--- src/rtl/reg_mmr_scrub_pkg.sv ---
// Shared helpers for multi-bit modular-redundant registers: majority
// decision over a replica column and the saturating counter ceiling.
package mmr_pkg;

    // Largest replica count the majority helper can take.
    localparam int MAX_K = 31;

    // Returns 1 when more than k_i/2 of the first k_i bits of bits_i are set.
    function automatic logic popcount_gt_half(input logic [MAX_K-1:0] bits_i,
                                              input int               k_i);
        int ones;
        ones = 32'sd0;
        for (int i = 0; i < MAX_K; i++) begin
            if (i < k_i) begin
                ones = ones + int'(bits_i[i]);
            end else begin
                ones = ones;
            end
        end
        return (ones > (k_i / 32'sd2));
    endfunction

    // All-ones value of a width_i-bit counter (width_i must be below 64).
    function automatic logic [63:0] sat_max(input int width_i);
        return (64'd1 << width_i) - 64'd1;
    endfunction

endpackage

--- src/rtl/reg_mmr_scrub_voter.sv ---
// Combinational bitwise majority voter over K_MMR replicas of a WIDTH-bit
// word, plus a per-replica "differs from the vote" vector.
import mmr_pkg::*;

module mmr_vector_voter #(
    parameter int K_MMR = 3,
    parameter int WIDTH = 8
) (
    input  logic [K_MMR-1:0][WIDTH-1:0] replica_i,
    output logic [WIDTH-1:0]            voted_o,
    output logic [K_MMR-1:0]            diff_o
);

    logic [WIDTH-1:0] w_voted;

    // Per bit: gather the column across replicas and take the majority.
    always_comb begin
        logic [MAX_K-1:0] col;
        w_voted = '0;
        for (int b = 0; b < WIDTH; b++) begin
            col = '0;
            for (int r = 0; r < K_MMR; r++) begin
                col[r] = replica_i[r][b];
            end
            w_voted[b] = popcount_gt_half(col, K_MMR);
        end
    end

    // Flag every replica whose word differs from the voted word.
    always_comb begin
        diff_o = '0;
        for (int r = 0; r < K_MMR; r++) begin
            diff_o[r] = (replica_i[r] != w_voted);
        end
    end

    assign voted_o = w_voted;

endmodule

--- src/rtl/reg_mmr_scrub.sv ---
// K-modular-redundant register with majority vote, optional scrubbing of
// disagreeing replicas and mismatch/fault/error-count telemetry.
import mmr_pkg::*;

module reg_mmr_scrub #(
    parameter int               K_MMR       = 3,
    parameter int               WIDTH       = 8,
    parameter logic [WIDTH-1:0] RESET_VALUE = '0,
    parameter bit               SCRUB_EN    = 1'b1,
    parameter int               CNT_WIDTH   = 16
) (
    input  logic                                        clk_i,
    input  logic                                        rst_n_i,
    (* dont_touch = "true" *) input logic [K_MMR-1:0][WIDTH-1:0] d_i,
    input  logic [K_MMR-1:0]                            we_i,
    input  logic                                        clr_i,
    output logic [K_MMR-1:0][WIDTH-1:0]                 q_o,
    output logic                                        mismatch_o,
    output logic [K_MMR-1:0]                            fault_o,
    output logic [CNT_WIDTH-1:0]                        err_cnt_o
);

    localparam logic [CNT_WIDTH-1:0] CNT_MAX = CNT_WIDTH'(sat_max(CNT_WIDTH));

    (* dont_touch = "true" *) logic [K_MMR-1:0][WIDTH-1:0] r_replica;
    logic [K_MMR-1:0][WIDTH-1:0] w_replica_nxt;
    logic [WIDTH-1:0]            w_voted;
    logic [K_MMR-1:0]            w_diff;
    logic                        w_mis;
    logic                        r_mismatch;
    logic [K_MMR-1:0]            r_fault;
    logic [CNT_WIDTH-1:0]        r_err_cnt;

    mmr_vector_voter #(
        .K_MMR (K_MMR),
        .WIDTH (WIDTH)
    ) u_voter (
        .replica_i (r_replica),
        .voted_o   (w_voted),
        .diff_o    (w_diff)
    );

    assign w_mis = |w_diff;

    // Replica next state: a write wins, otherwise scrub to the vote or hold.
    always_comb begin
        w_replica_nxt = r_replica;
        for (int r = 0; r < K_MMR; r++) begin
            if (we_i[r]) begin
                w_replica_nxt[r] = d_i[r];
            end else if (SCRUB_EN) begin
                w_replica_nxt[r] = w_voted;
            end else begin
                w_replica_nxt[r] = r_replica[r];
            end
        end
    end

    // Replica storage; reset loads RESET_VALUE into every copy.
    always_ff @(posedge clk_i or negedge rst_n_i) begin
        if (!rst_n_i) begin
            r_replica <= {K_MMR{RESET_VALUE}};
        end else begin
            r_replica <= w_replica_nxt;
        end
    end

    // Telemetry: registered mismatch, sticky faults, saturating counter.
    // A clear still records a disagreement seen in the same cycle.
    always_ff @(posedge clk_i or negedge rst_n_i) begin
        if (!rst_n_i) begin
            r_mismatch <= 1'b0;
            r_fault    <= '0;
            r_err_cnt  <= '0;
        end else begin
            r_mismatch <= w_mis;
            if (clr_i) begin
                r_fault   <= w_diff;
                r_err_cnt <= CNT_WIDTH'(w_mis);
            end else begin
                r_fault <= r_fault | w_diff;
                if (w_mis && (r_err_cnt != CNT_MAX)) begin
                    r_err_cnt <= r_err_cnt + CNT_WIDTH'(1'b1);
                end else begin
                    r_err_cnt <= r_err_cnt;
                end
            end
        end
    end

    // Every output lane carries the same voted word.
    always_comb begin
        q_o = '0;
        for (int r = 0; r < K_MMR; r++) begin
            q_o[r] = w_voted;
        end
    end

    assign mismatch_o = r_mismatch;
    assign fault_o    = r_fault;
    assign err_cnt_o  = r_err_cnt;

endmodule
--- config.mk ---
export PLATFORM = sky130hd
export DESIGN_NAME = reg_mmr_scrub
export DESIGN_NICKNAME = d
export VERILOG_FILES = /design/src/rtl/reg_mmr_scrub_pkg.sv /design/src/rtl/reg_mmr_scrub_voter.sv /design/src/rtl/reg_mmr_scrub.sv
export SDC_FILE = /design/constraint.sdc
export NUM_CORES = 1
export LEC_CHECK = 0
export CAP_MARGIN = 30
export CORE_UTILIZATION = 35
export CTS_CLUSTER_DIAMETER = 40
export DETAILED_ROUTE_END_ITERATION = 6
export DONT_BUFFER_PORTS = 1
export GPL_ROUTABILITY_DRIVEN = 0
export PLACE_DENSITY = 0.55
export SLEW_MARGIN = 20
export SYNTH_ARGS = -nofsm -noshare
export SYNTH_HDL_FRONTEND = slang
export SYNTH_SLANG_ARGS = --single-unit
export TNS_END_PERCENT = 100
--- constraint.sdc ---
create_clock -name clk_i -period 3.6 [get_ports clk_i]
set_input_delay 0.36 -clock clk_i [delete_from_list [all_inputs] [get_ports clk_i]]
set_output_delay 0.36 -clock clk_i [all_outputs]
set_load 0.02 [all_outputs]
**Yosys cells after proc, flatten, opt, wreduce, memory -nomap -nowiden**

Cells that the tools add are included.

- Bits in registers: 44
- Output and inout port bits: 44

- Bitwise logic cells: 1
- Multiplexer cells: 6
- Reductions and logical operators: 3
- Equality and inequality tests: 4
- $lt $le $gt $ge: 8
- $add $sub $neg: 17

Operator list:

| kind | number |
|---|---|
| $add A32 B2 Y32 | 8 |
| $gt A32 B2 Y1 const B | 8 |
| $mux W16 | 2 |
| $mux W8 | 3 |
| $ne A8 B8 Y1 | 3 |
| $add A1 B1 Y2 | 8 |
| $add A16 B1 Y16 const B | 1 |
| $ne A16 B16 Y1 const B | 1 |
| $mux W3 | 1 |
| $or A3 B3 Y3 | 1 |
| $reduce_or A3 Y1 | 1 |
| $reduce_bool A2 Y1 | 1 |
| $logic_and A1 B1 Y1 | 1 |

**Logic depth before layout (Yosys ltp)**

- Depth after elaboration: 8
- Mapped depth: 10

**Cells and area by module**

A second synthesis with hierarchy kept.

- Cell total of the unflattened synthesis: 247
- Area total of the unflattened synthesis: 2611.3 sq um

Modules (own cells, without submodules):

| module | area an instance (sq um) | cells an instance | instances |
|---|---|---|---|
| reg_mmr_scrub | 2100.8 | 178 | 1 |
| mmr_vector_voter | 510.5 | 69 | 1 |

**Least setup slack after synthesis**

OpenSTA, ideal clock, no wires.

- Path type: reg2reg
- Start point: register r_replica[2] (netlist bit)
- End point: register r_err_cnt[1] (netlist: err_cnt_o[1])
- Period minus slack after synthesis: 2.458 ns
- Path slack: 1.142 ns
- Buffers on the path: 1
- Cell stages (with the launch flop): 10
- Data arrival time: 2.326 ns
- Setup time: 0.132 ns
- Cells stage by stage: dfrtp_1 ha_1 a21o_1 xor2_1 nor4_2 nand4_2 o21bai_4 buf_6 mux2i_1 nor2_1

RTL lines:

| item | line | text |
|---|---|---|
| start: declaration | reg_mmr_scrub.sv:25 | `(* dont_touch = "true" *) logic [K_MMR-1:0][WIDTH-1:0] r_replica;` |
| start signal: assignment | reg_mmr_scrub.sv:62 | `r_replica <= {K_MMR{RESET_VALUE}};` |
| start signal: assignment | reg_mmr_scrub.sv:64 | `r_replica <= w_replica_nxt;` |
| end signal: assignment | reg_mmr_scrub.sv:79 | `r_err_cnt <= CNT_WIDTH'(w_mis);` |
| end signal: assignment | reg_mmr_scrub.sv:83 | `r_err_cnt <= r_err_cnt + CNT_WIDTH'(1'b1);` |
| end signal: assignment | reg_mmr_scrub.sv:85 | `r_err_cnt <= r_err_cnt;` |
| end: declaration | reg_mmr_scrub.sv:32 | `logic [CNT_WIDTH-1:0] r_err_cnt;` |

==> results.md <==
- Summed over all cells, the static leakage comes to about 1.1 nW.
- In this run the biggest area consumer among cell types represents 43.6% of the synthesized area.
- The category of the worst setup path capture point is a flip-flop.
- In this run, the number of DRC markers left after iteration 0 of detailed routing was 54.
- The clock tree from TritonCTS is done.
- The final-layout fill cell count is 687.
- Yosys mapped a number of flops with a built-in enable equal to 0.
- After global routing the overflow that remains totals 0.
- Setup repair after global routing left no endpoint under its margin.
- The most used flip-flop cell after synthesis is sky130_fd_sc_hd__dfrtp_1.
- Summed over all nets, the half-perimeter wirelength after detailed placement is between 3 and 4 mm.
- The vertical die dimension is around 87 um.
- The total power per unit cell area is roughly 810 nW/um^2.
- After synthesis, the share of flip-flops with an asynchronous set or reset is 100%.
- The post-synthesis cell type count is 43.
- The clock net sink count is 44.
- In the final timing run, aggregate negative setup slack is 0 ns.
- The final critical path time including I/O delays and setup is around 3 ns.
- The capture point of the worst path is err_cnt_o[1].
- The cell accounting for the most synthesized area is sky130_fd_sc_hd__dfrtp_1.
- The worst register-to-register path has a depth of 8.
- The area used by multi-input combinational logic is 1230 um^2.
- Clock skew on the completed layout was measured at slightly below 0.007 ns.
- The worst setup path is of the reg -> reg kind.
- The number of post-CTS setup repair buffers is 0.
- After clock tree synthesis, the clock-pin slew on the worst setup and hold paths is 0.09 ns.
- Using the TritonRoute via totals, the vias-per-cell ratio works out to ~5.2.
- The count of max-cap constraint violations is 0.
- The largest fanout on the critical path is 16.
- The area added between synthesis and finish is 3.22%.
- Summed over all layers, the routed wires come to 5.34 mm.
- The row count is 30.
- The detail route stage leaves a number of antenna-violating nets equal to 0.
- The final count of pins violating max slew came to 0.
- The number of antenna violations at the first check in global routing came to 0.
- The starting utilization of the core area is 36.8%.
- The run finished with clean final reports.
- The count of cells along the worst hold path is 1.
- The largest voltage drop on the vdd net is 0.571 mV.
- Derived from the worst setup path, the maximum achievable clock frequency is 0.340 GHz.
- The detailed router placed 1637 vias in this run.
- After technology mapping, the gate count stands at roughly 230.
- The largest net degree at the start of global routing is 45.
- Excluding fillers, the count of instances in the completed layout stands at roughly 320.
- The pre-antenna-repair detailed-routing pass consisted of 4 iterations.
- The flop-to-flop setup slack is about 0.66 ns.
- The number of buffer cells added on primary ports is 0.
- Setup violations remaining at the end of the flow were counted as 0.
- The sequential cells in the finished layout cover a total of 1100 um^2.
- The total I/O pin count is 74.
- Summing the sequential cell areas from Yosys gives 43.6% of the chip area.
- The commonest non-fill, non-tap cell in the layout is sky130_fd_sc_hd__dfrtp_1.
- When the netlist entered floorplanning its net count stood at 272.
- The mean instance size in the synthesized netlist is 10.8 um^2.
- The startpoint identified for the worst register-to-register timing path is r_replica[2].
- The critical path arrival is 3.12 ns.
- The worst setup path is launched from a flip-flop.
- The global-route usage over all layers is 15.3%.
- The via count of the first global-routing pass was 1789.
- The floorplan die width is slightly below 90 um.
- Dividing the detail-routed wire length by the instance count gives between 15 and 20 um.
- Clock tree synthesis inserted a total of 5 buffers.
- The library cells used most frequently in the layout, excluding fill and tap cells, are 44 x sky130_fd_sc_hd__dfrtp_1, 24 x sky130_fd_sc_hd__mux2_2, 19 x sky130_fd_sc_hd__xor2_1.
- The worst hold path belongs to the class in -> reg.
- Summing every instance area after synthesis gives approximately 2500 um^2.
- In this run, post-CTS hold repair placed 2 buffers.
- By area the synthesized netlist is led by sky130_fd_sc_hd__dfrtp_1 44%, sky130_fd_sc_hd__mux2_2 11%, sky130_fd_sc_hd__xor2_1 6.6%, sky130_fd_sc_hd__buf_4 4.8%, sky130_fd_sc_hd__ha_1 4.5%.
- In this run, placement finished with an instance count of 305.
- The full die area is 7560 um^2.
- The final critical path takes up between 80 and 90% of the cycle.
- The endpoint identified for the worst register-to-register timing path is err_cnt_o[1].
- The deepest level of the CTS H-tree is 2.
- The post-route netlist has 19.6% of its cells at a drive strength greater than 1.
- The synthesized design contains 44 register bits.
- After detailed routing, the number of remaining DRC violations is 0.
- The number of warning messages in the yosys log is 0.
- The CTS root buffer is sky130_fd_sc_hd__clkbuf_8.
- The worst slew margin relative to its limit is 50.3%.
- The first global-routing pass estimated 8.80 mm of wire.
- The clock latency reported for the late side of the worst-skew pair is 0.29 ns.
- Data on the critical path is required at its endpoint by 3.78 ns.
- The final number of hold-violating endpoints is 0.
- Post-CTS repair changed the size of 0 cells.
- The area of the core is 6870 um^2.
- The startpoint of the most critical hold path is clr_i.
- The number of antenna diodes is 0.
- The maximum root-to-sink buffer count is 2.
- The net total in the final layout is 257.
- Across all hold checks on the routed design, the worst slack comes to about 0.12 ns.
- The pin slew with the least headroom to its limit is ~0.75 ns.
- The beginning of the critical path is r_replica[2].
[cell families (layout without fill, tap and decap cells)]
logic type | Yosys count | in the layout | synth area share, %
fa+ha+maj | 9 | 9 | 4.46
simple gates | 62 | 62 | 14.6
buf+inv | 32 | 18 | 7.78
mux | 26 | 26 | 11.7
compound gates | 41 | 41 | 11.3
flops | 44 | 44 | 43.6
xor+xnor | 19 | 19 | 6.59
[synthesized netlist by cell type (2+ instances only)]
cell	instances
sky130_fd_sc_hd__a21o_1	9
sky130_fd_sc_hd__and3_1	2
sky130_fd_sc_hd__a21oi_1	10
sky130_fd_sc_hd__o211ai_1	3
sky130_fd_sc_hd__ha_1	9
sky130_fd_sc_hd__or3_1	5
sky130_fd_sc_hd__nand2_1	9
sky130_fd_sc_hd__nand4_1	3
sky130_fd_sc_hd__buf_4	16
sky130_fd_sc_hd__inv_1	6
sky130_fd_sc_hd__dfrtp_1	44
sky130_fd_sc_hd__or2_2	2
sky130_fd_sc_hd__nor3b_1	3
sky130_fd_sc_hd__nor4_2	4
sky130_fd_sc_hd__xor2_1	19
sky130_fd_sc_hd__or4_1	4
sky130_fd_sc_hd__buf_6	2
sky130_fd_sc_hd__o21ai_0	4
sky130_fd_sc_hd__nor2_1	14
sky130_fd_sc_hd__o21ai_1	5
sky130_fd_sc_hd__mux2_2	24
sky130_fd_sc_hd__o31ai_1	2
sky130_fd_sc_hd__nand3_1	8
sky130_fd_sc_hd__clkbuf_1	5
sky130_fd_sc_hd__nor4_1	2
sky130_fd_sc_hd__o2111ai_1	2
[worst min-delay path by stage]
stage,endpoint,slack (ns)
2_1_floorplan,err_cnt_o[0],0.06
3_3_place_gp,err_cnt_o[2],0.07
3_5_place_dp,err_cnt_o[2],0.07
4_1_cts,err_cnt_o[12],0.11
5_1_grt,err_cnt_o[12],0.11
6_report,err_cnt_o[8],0.12
[state kept, by name, indices dropped and copies added (netlist names)]
| register | cells |
|---|---|
| mismatch_o | 1 |
| fault_o | 3 |
| err_cnt_o | 16 |
| r_replica | 24 |
[worst max-delay path, stage by stage, from the launching register on]
cell and delay (ns):
sky130_fd_sc_hd__dfrtp_1 0.40, sky130_fd_sc_hd__ha_1 0.30, sky130_fd_sc_hd__a21o_1 0.58, sky130_fd_sc_hd__xor2_1 0.17, sky130_fd_sc_hd__nor4_2 0.42, sky130_fd_sc_hd__nand4_2 0.29
sky130_fd_sc_hd__o21bai_4 0.38, sky130_fd_sc_hd__mux2i_1 0.23, sky130_fd_sc_hd__nor2_1 0.06
[per-stage QoR]
step                      util, %  power (W)  instance area, um^2  worst slack [ns]
after CTS                    38.0    0.00215                 2610             0.591
after floorplan                 -    0.00184                 2530              1.14
after detailed placement     36.1    0.00181                 2480             0.607
after global placement       36.1    0.00179                 2480             0.707
final                        38.0    0.00212                 2610             0.662
after global routing         38.0    0.00228                 2610             0.451
[metal layers]
metal,up-vias,share of wire (%),global-route usage (%)
met1,792,43,17.7
met3,2,8.6,5.88
li1,788,-,-
met2,55,48,26.5
met4,0,0.49,3.64
met5,-,0,0
[power by group]
part / switching, W / leakage [nW] / internal [W] / total, W
clock network: 0.000166 / 0.0455 / 0.000157 / 0.000323
logic: 0.000734 / 0.523 / 0.000346 / 0.00108
registers: 0.000103 / 0.543 / 0.000614 / 0.000717
[final cells by class]
| class | instances | area share, % |
|---|---|---|
| multi-input cells | 157 | 47.1 |
| flip-flops and latches | 44 | 42.2 |
| well taps | 96 | 4.61 |
| clock buffers | 8 | 3.45 |
| repair buffers | 2 | 1.44 |
| inverters | 8 | 1.15 |
Power figures use the tool's default switching activity.
